File: src/rtl/i2s_tx.sv
// I2S (Philips) transmitter: 16-bit stereo PCM serialised MSB first, with the bit
// clock and word select derived from clk_48mhz by integer division.
module i2s_tx #(
    parameter int unsigned SAMPLE_W = 16,
    parameter int unsigned SLOT_W   = 32,
    parameter int unsigned HALF_DIV = 8
) (
    input  logic                clk_48mhz,
    input  logic                reset,
    input  logic                s_valid,
    output logic                s_ready,
    input  logic [SAMPLE_W-1:0] s_left,
    input  logic [SAMPLE_W-1:0] s_right,
    output logic                i2s_sclk,
    output logic                i2s_lrclk,
    output logic                i2s_sdata,
    output logic                underrun
);

    localparam int unsigned FRAME_W = 2 * SLOT_W;
    localparam int unsigned PAD_W   = SLOT_W - SAMPLE_W;
    localparam int unsigned DIV_W   = $clog2(HALF_DIV);
    localparam int unsigned BIT_W   = $clog2(FRAME_W);

    localparam logic [DIV_W-1:0] DIV_LAST = DIV_W'(HALF_DIV - 1);
    localparam logic [BIT_W-1:0] BIT_LAST = BIT_W'(FRAME_W - 1);
    localparam logic [BIT_W-1:0] LR_FIRST = BIT_W'(SLOT_W - 1);
    localparam logic [BIT_W-1:0] LR_LAST  = BIT_W'(FRAME_W - 2);

    logic [DIV_W-1:0]    div_cnt,   div_cnt_nxt;
    logic [BIT_W-1:0]    bit_cnt,   bit_cnt_nxt;
    logic [SAMPLE_W-1:0] buf_left,  left_nxt;
    logic [SAMPLE_W-1:0] buf_right, right_nxt;
    logic [FRAME_W-1:0]  shift_reg, shift_nxt;
    logic [FRAME_W-1:0]  frame;
    logic                sclk_nxt, lrclk_nxt, sdata_nxt, underrun_nxt, ready_nxt;
    logic                tick;

    // State register; s_ready doubles as the "holding buffer empty" flag
    always_ff @(posedge clk_48mhz) begin
        if (!reset) begin
            div_cnt   <= '0;
            bit_cnt   <= BIT_LAST;
            buf_left  <= '0;
            buf_right <= '0;
            shift_reg <= '0;
            i2s_sclk  <= 1'b0;
            i2s_lrclk <= 1'b0;
            i2s_sdata <= 1'b0;
            underrun  <= 1'b0;
            s_ready   <= 1'b1;
        end else begin
            div_cnt   <= div_cnt_nxt;
            bit_cnt   <= bit_cnt_nxt;
            buf_left  <= left_nxt;
            buf_right <= right_nxt;
            shift_reg <= shift_nxt;
            i2s_sclk  <= sclk_nxt;
            i2s_lrclk <= lrclk_nxt;
            i2s_sdata <= sdata_nxt;
            underrun  <= underrun_nxt;
            s_ready   <= ready_nxt;
        end
    end

    // Next-state logic: divider, bit counter, frame load and handshake
    always_comb begin
        div_cnt_nxt  = div_cnt + DIV_W'(1);
        bit_cnt_nxt  = bit_cnt;
        left_nxt     = buf_left;
        right_nxt    = buf_right;
        shift_nxt    = shift_reg;
        frame        = shift_reg;
        sclk_nxt     = i2s_sclk;
        lrclk_nxt    = i2s_lrclk;
        sdata_nxt    = i2s_sdata;
        underrun_nxt = 1'b0;
        ready_nxt    = s_ready;
        tick         = 1'b0;

        if (div_cnt == DIV_LAST) begin
            div_cnt_nxt = '0;
            sclk_nxt    = ~i2s_sclk;
            tick        = i2s_sclk;
        end

        if (tick) begin
            bit_cnt_nxt = (bit_cnt == BIT_LAST) ? '0 : bit_cnt + BIT_W'(1);
            lrclk_nxt   = (bit_cnt_nxt >= LR_FIRST) && (bit_cnt_nxt <= LR_LAST);
            if (bit_cnt == BIT_LAST) begin
                if (!s_ready) begin
                    frame     = {(SLOT_W'(buf_left) << PAD_W), (SLOT_W'(buf_right) << PAD_W)};
                    ready_nxt = 1'b1;
                end else begin
                    frame        = '0;
                    underrun_nxt = 1'b1;
                end
            end
            sdata_nxt = frame[FRAME_W-1];
            shift_nxt = frame << 1;
        end

        // A transfer on an underrun load cycle is held for the following frame
        if (s_valid && s_ready) begin
            ready_nxt = 1'b0;
            left_nxt  = s_left;
            right_nxt = s_right;
        end
    end

endmodule

File: config.mk
export PLATFORM = sky130hd
export DESIGN_NAME = i2s_tx
export DESIGN_NICKNAME = d
export VERILOG_FILES = /design/src/rtl/i2s_tx.sv
export SDC_FILE = /design/constraint.sdc
export NUM_CORES = 1
export LEC_CHECK = 0
export CAP_MARGIN = 10
export CORE_MARGIN = 2
export CORE_UTILIZATION = 45
export DETAILED_ROUTE_END_ITERATION = 10
export PLACE_DENSITY = 0.65
export SETUP_SLACK_MARGIN = 0.4
export SYNTH_ARGS = -nofsm -noshare
export SYNTH_HDL_FRONTEND = slang
export SYNTH_SLANG_ARGS = --single-unit
File: constraint.sdc
create_clock -name clk_48mhz -period 5.1 [get_ports clk_48mhz]
set_input_delay 0.51 -clock clk_48mhz [delete_from_list [all_inputs] [get_ports clk_48mhz]]
set_output_delay 0.51 -clock clk_48mhz [all_outputs]
set_load 0.05 [all_outputs]
# Yosys cells after proc, flatten, opt, wreduce, memory -nomap -nowiden
# Index checks and enable logic that the tools add are counted.
dict set report totals {
  in_bits 35
  output_inout_bits 5
  word_cells 33
  regBits 109
}
dict set report op_classes {
  n_mux 8
  reduce_logical 7
  n_lt_le_gt_ge 2
  n_addsub 2
  eq_ne 2
  n_bitwise 2
}
# op count
set ops {}
lappend ops {{$mux W64} 2}
lappend ops {{$add A6 B1 Y6 const B} 1}
lappend ops {{$eq A6 B6 Y1 const B} 1}
lappend ops {{$ge A6 B5 Y1 const B} 1}
lappend ops {{$le A6 B6 Y1 const B} 1}
lappend ops {{$mux W6} 1}
lappend ops {{$mux W1} 5}
lappend ops {{$reduce_bool A2 Y1} 2}
lappend ops {{$add A3 B1 Y3 const B} 1}
lappend ops {{$eq A3 B3 Y1 const B} 1}
lappend ops {{$reduce_and A3 Y1} 1}
lappend ops {{$logic_and A1 B1 Y1} 2}
lappend ops {{$not A1 Y1} 2}
lappend ops {{$reduce_and A2 Y1} 1}
lappend ops {{$reduce_or A2 Y1} 1}

# Logic depth before layout (Yosys ltp)
# Gate-level depths: netlist of run 1.
dict set report depth {
  ltp_word 4
  ltp_mapped 8
}

# Least setup slack after synthesis of run 1
# Ideal clock, no wire load.
dict set report synth_timing {
  path_type {reg-to-reg}
  start {register s_ready}
  end {register shift_reg[58]}
  slack_ps 3337
  synth_period_minus_slack_ps 1763
  t_arrival_ps 1640
  setup_ps 122
  path_stages_with_launch 6
  cell_sequence {dfxtp_1 -> buf_2 -> buf_1 -> nor3b_1 -> a211oi_1 -> nor3b_1}
}
dict set report synth_via {
  elab_chain_len 2
}
# element line_no
set synth_lines {}
lappend synth_lines {{start, declared} 11} ;# output logic s_ready,
lappend synth_lines {{start signal, assigned} 62} ;# s_ready <= ready_nxt;
lappend synth_lines {{$mux W64} 91} ;# if (!s_ready) begin
lappend synth_lines {{$mux W64} 90} ;# if (bit_cnt == BIT_LAST) begin
lappend synth_lines {{end signal, assigned} 57} ;# shift_reg <= shift_nxt;
lappend synth_lines {{end, declared} 34} ;# logic [FRAME_W-1:0] shift_reg, shift_nxt;
# Every way passes these cells.
# A chain may end at the register's enable or synchronous reset.

# Final worst setup path of run 1
dict set report layout_timing {
  start {register div_cnt[0]}
  end {register shift_reg[36]}
}
dict set report layout_via {
  elab_chain_len 2
}
# element line_no
set layout_lines {}
lappend layout_lines {{start, declared} 30} ;# logic [DIV_W-1:0] div_cnt, div_cnt_nxt;
lappend layout_lines {{start signal, assigned} 53} ;# div_cnt <= div_cnt_nxt;
lappend layout_lines {{$eq A3 B3 Y1} 81} ;# if (div_cnt == DIV_LAST) begin
lappend layout_lines {{$mux W1} 81}
# Every way passes these cells.

==> results of run 1 <==
==> Yosys cell counts (2+ instances only) <==
cell type  count
a211oi_1      31
a21boi_0      32
a21oi_1        2
a22o_1        17
and2_1         4
and3_4         2
and3b_1        2
buf_1          2
buf_2         10
buf_6          7
clkbuf_1      18
clkbuf_8       2
dfxtp_1       93
ha_1           5
inv_1          3
nand2_1       71
nand3_1        2
nor2_1        33
nor3_1         3
nor3b_1       48
nor3b_2       15
o211ai_1       2
o21ai_0        7
xor2_1         2
==> layout by cell type, fill, tap and decap left out, types with 3 or more instances in the layout <==
| cell type | instances |
|---|---|
| ha_1 | 5 |
| and2_1 | 4 |
| nor3b_2 | 15 |
| clkbuf_8 | 10 |
| inv_1 | 3 |
| nor3_1 | 3 |
| clkinvlp_4 | 3 |
| nor3b_1 | 48 |
| nor2_1 | 33 |
| a211oi_1 | 31 |
| a21boi_0 | 32 |
| o21ai_0 | 7 |
| buf_4 | 4 |
| a22o_1 | 17 |
| clkdlybuf4s50_1 | 38 |
| nand2_1 | 71 |
| dfxtp_1 | 93 |
==> logic make-up (layout without fill, tap and decap cells) <==
logic type               count (synthesis)  after routing  synth area share [%]
flip-flops                              93             93                  46.4
AND/OR/NAND/NOR                        190            190                  27.6
adder cells (fa/ha/maj)                  5              5                  1.56
buffers and inverters                   42             62                  6.05
AO/OA/AOI/OAI                           95             95                  17.7
XOR/XNOR                                 3              3                 0.655
==> where the power goes <==
| part | switching [mW] | internal (mW) |
|---|---|---|
| Clock | 0.252 | 0.191 |
| Combinational | 0.0473 | 0.0493 |
| Sequential | 0.00875 | 0.744 |
==> metrics by stage <==
stage	total power, mW	util (%)	std cells
after floorplan	0.826	-	428
after global placement	0.866	49.9	540
after detailed placement	0.868	49.9	540
after CTS	1.30	52.0	556
after global routing	1.34	52.0	556
final	1.29	52.0	556
==> how the worst max path moves through the flow <==
stage               depth (start not counted)  startpoint             to  slack (ns)
floorplan                                   5     s_ready  shift_reg[58]        3.34
global route                                6  div_cnt[0]  shift_reg[43]        2.37
finish                                      6  div_cnt[0]  shift_reg[36]        2.58
detailed placement                          6  div_cnt[0]  shift_reg[34]        2.57
CTS                                         6  div_cnt[0]  shift_reg[47]        2.56
global placement                            6  div_cnt[0]  shift_reg[48]        2.64
==> per-layer routing <==
layer,track usage [%],vias to the layer above,wire length [µm]
met4,5.06,0,82
met1,20.4,1404,3660
li1,-,1523,-
met2,27.8,45,3730
met5,0,-,0
met3,2.62,7,212
==> cell type report <==
type | count | area (µm²)
Fill cell | 835 | 4170
Multi-Input combinational cell | 293 | 1910
Sequential cell | 93 | 1860
Timing Repair Buffer | 43 | 415
Clock buffer | 11 | 141
Tap cell | 108 | 135
Clock inverter | 5 | 36.3
Inverter | 3 | 11.3
==> worst max-delay path: stages (launching register included) <==
cell	delay, ns
dfxtp_1	0.33
ha_1	0.20
ha_1	0.24
nand2_1	0.64
buf_4	0.34
and2_1	0.49
a22o_1	0.22
==> flow_summary.toml, run 1 <==
[floorplanning]
die_area_um2 = 9690
die_w_um = 98.4
start_util_pct = 46.2
std_cell_rows = 34
die_h_um = 98.4
boundaryPins = 40
core_um2 = 8680

[timing]
skew_ns = 0.0106
fmax_ghz = 0.397
tightest_slew_ns = 1.10
setup_ws_ns = 2.58
finalHoldViolations = 0
hold_slack_ns = 0.447
min_period_ns = 2.52
grt_setup_unrepaired = "no"
setup_viol = 0
drv_slew = 0
setup_tns_ns = 0
post-route-period-util_pct = 49.4
relSlewSlack_pct = 26.2

[synth]
syn_inst = 428
yosys_most_used_dff = "dfxtp_1"
synth_area_per_cell_um2 = 9.38
synth_cell_types = 39
async_reset_ff_share_pct = 0
synth_top_area_share_pct = 46.4
yosysWarningCount = 0
synthTopCellsByArea = "dfxtp_1, nor3b_1, nand2_1, a21boi_0, a211oi_1"
synth_nets = 468
ys_seq_area_share_pct = 46.4
syn_area_um2 = 4010
yosys.area.top_type = "dfxtp_1"
synth_edf_count = 0
synth-seq-cells = 93

[min_path]
hp-start = "div_cnt[0]"
min_to = "div_cnt[0]"
whs_path_depth = 1
hold_path_class = "reg -> reg"

[job]
drv_cap = 0

[setup_path]
critPathKind = "reg -> reg"
end_kind = "flop"
reg2reg_slack_ns = 2.58
required_ns = 5.39
startpoint_type = "flop"
r2r.worst_path.cells = 6
crit_fanout = 25
cp_data_arrival_time_ns = 2.81
rr_endpoint = "shift_reg[36]"
rr_startpoint = "div_cnt[0]"

[finish]
largest_reg_flops = 47
fin_area_um2 = 4510
layout.nets = 483
drive_above_1_share_pct = 8.93
diodes = 0
area_growth_pct = 12.4

[clock_tree]
root_buffer = "clkbuf_8"
cts_tree = "yes"
cts.sinks = 93
clk_latency_ns = 0.34
cts_setup_buffers = 0
cts_resized = 0
hold_buffers = 0
cts_buffer_depth = 2
path_clk_slew_ns = 0.09
cts_buffers = 9
htree_levels = 3

[pwr]
p_per_area_nw_per_um2 = 286
peakVddDrop_mv = 0.113
p_leak_nw = 1.60

[routing]
dr.pass1.iters = 4
vias = 2979
route.detailed.drc = 0
via_per_inst = 5.36
wl_per_cell_um = 13.8
drt-initial-drc-count = 112
finalWirelength_mm = 7.68
antenna_left = 0

[outcome]
status = "finished, final reports clean"

[grt]
grt_antenna_before_repair = 0
grt_pass1_vias = 2929
grt_max_degree = 69
grt_pass1_wl_mm = 13.0
grt.total_usage_pct = 16.0
overflow = 0

[placed_design]
port_buffers = 39
place_area_um2 = 4330
gp_congestion = 0.696
place_hpwl_mm = 4.63
dp_slack_ns = 2.57
No activity file was read; power rests on OpenSTA's default activity.
==> run 2, diff against run 1 <==
==> constraint.sdc (replaced) <==
create_clock -name clk_48mhz -period 2.4 [get_ports clk_48mhz]
set_input_delay 0.24 -clock clk_48mhz [delete_from_list [all_inputs] [get_ports clk_48mhz]]
set_output_delay 0.24 -clock clk_48mhz [all_outputs]
set_load 0.05 [all_outputs]
==> flow_summary.toml, run 2 (synthesized netlist as in run 1, its figures left out) <==
[grt]
grt.total_usage_pct = 16.4
overflow = 0
grt_pass1_wl_mm = 13.4
grt_max_degree = 51
grt_antenna_before_repair = 0
grt_pass1_vias = 2856

[timing]
setup_viol = 0
drv_slew = 0
relSlewSlack_pct = 63.2
skew_ns = 0.0110
fmax_ghz = 0.556
grt_setup_unrepaired = "no"
min_period_ns = 1.80
post-route-period-util_pct = 74.9
tightest_slew_ns = 0.552
setup_tns_ns = 0
finalHoldViolations = 0

[finish]
diodes = 0
fill_cells = 837
final_cell_mix = "dfxtp_1, nand2_1, nor3b_1, clkdlybuf4s50_1, nor2_1"
area_growth_pct = 15.9
drive_above_1_share_pct = 12.0
final_cells = 565
largest_reg_flops = 47
layout.nets = 492
final_common_cell = "dfxtp_1"

[setup_path]
required_ns = 2.67
cp_data_arrival_time_ns = 2.07
crit_fanout = 34
end_kind = "flop"
startpoint_type = "flop"
critPathKind = "reg -> reg"

[placed_design]
place_hpwl_mm = 5.07
gp_congestion = 0.833
dp_cells = 548
port_buffers = 39

[routing]
antenna_left = 0
wl_per_cell_um = 13.9
route.detailed.drc = 0
dr.pass1.iters = 4
via_per_inst = 5.33
drt-initial-drc-count = 122
vias = 3013
finalWirelength_mm = 7.88

[clock_tree]
clk_latency_ns = 0.35
hold_buffers = 0
htree_levels = 3
root_buffer = "clkbuf_8"
cts.sinks = 93
path_clk_slew_ns = 0.09
cts_buffers = 9
cts_tree = "yes"
cts_buffer_depth = 2

[pwr]
switching_share_pct = 23.6
total_power_mw = 2.86
seqPwrFrac_pct = 56.1
switching_power_mw = 0.674
p_leak_nw = 1.69
p_int_mw = 2.18
combPwrFrac_pct = 7.6
power.share.clock_pct = 36.3
p_per_area_nw_per_um2 = 614
peakVddDrop_mv = 0.284

[min_path]
hold_path_class = "in -> reg"

[floorplanning]
std_cell_rows = 34
die_h_um = 98.4
start_util_pct = 46.2
core_um2 = 8680
boundaryPins = 40
die_area_um2 = 9690
die_w_um = 98.4

[outcome]
status = "finished, final reports clean"

[job]
drv_cap = 0
==> run 2: cell types whose count changed in the layout (fill, tap and decap cells not counted), sizes merged, moves of 2 or more <==
cell and delta:
buf +9, clkbuf -2, clkinvlp -2, inv +2
==> run 2: layout make-up <==
| type | count | area, µm² | area share, % |
|---|---|---|---|
| clock inverters | 7 | 73.8 | 1.59 |
| inverters | 3 | 11.3 | 0.242 |
| clock buffers | 9 | 124 | 2.66 |
| multi-input cells | 294 | 1930 | 41.5 |
| repair buffers | 51 | 510 | 11.0 |
| well taps | 108 | 135 | 2.91 |
| flip-flops and latches | 93 | 1860 | 40.1 |
==> run 2: path summary, 6_finish.rpt <==
kind                                      end  depth (start not counted)  slack (ns)  startpoint
worst max-delay path            shift_reg[20]                          7        0.60  bit_cnt[4]
worst min-delay path                  s_ready                          2        0.20       reset
worst min register to register     div_cnt[0]                          1        0.44  div_cnt[0]
worst max register to register  shift_reg[20]                          7        0.60  bit_cnt[4]
==> run 2: what timing repair did <==
| action | in CTS | in global routing |
|---|---|---|
| gates resized for setup | 0 | 5 |
| endpoints found under the setup margin | 0 | 12 |
| setup buffers | 0 | 0 |
==> run 2: per-layer routing <==
metal / vias to the layer above / wire length (µm) / part of all wire, % / GRT usage, %
met2: 38 / 3730 / 47 / 26.5
met1: 1425 / 3860 / 49 / 22.4
met4: 0 / 88 / 1.1 / 5.16
li1: 1541 / - / - / -
met3: 9 / 205 / 2.6 / 3.19
met5: - / 0 / 0 / 0
==> run 2: critical path, cell delays in order, from the launching register on <==
cell and delay (ns):
dfxtp_1 0.40, and3_4 0.27, nand3_4 0.17, buf_12 0.24, buf_4 0.20, nor3b_2 0.18
a211oi_1 0.07, nor3b_1 0.19
==> run 2: power by group through the flow <==
stage                     sequential (mW)  clock [mW]  combinational (mW)
final                                1.60        1.04               0.216
after global routing                 1.61        1.13               0.240
after CTS                            1.60        1.07               0.218
after detailed placement             1.64           0               0.218
after global placement               1.64           0               0.213
after floorplan                      1.63           0               0.123
==> run 2: through the flow <==
| stage | util (%) | worst slack, ns | hold slack, ns | instance area, µm² |
|---|---|---|---|---|
| final | 53.6 | 0.601 | 0.201 | 4650 |
| after CTS | 53.3 | 0.410 | 0.187 | 4620 |
| after global routing | 53.6 | 0.429 | 0.203 | 4650 |
| after detailed placement | 51.0 | 0.427 | 0.426 | 4430 |
| after floorplan | - | 0.637 | 0.385 | 4010 |
| after global placement | 51.0 | 0.509 | 0.416 | 4430 |
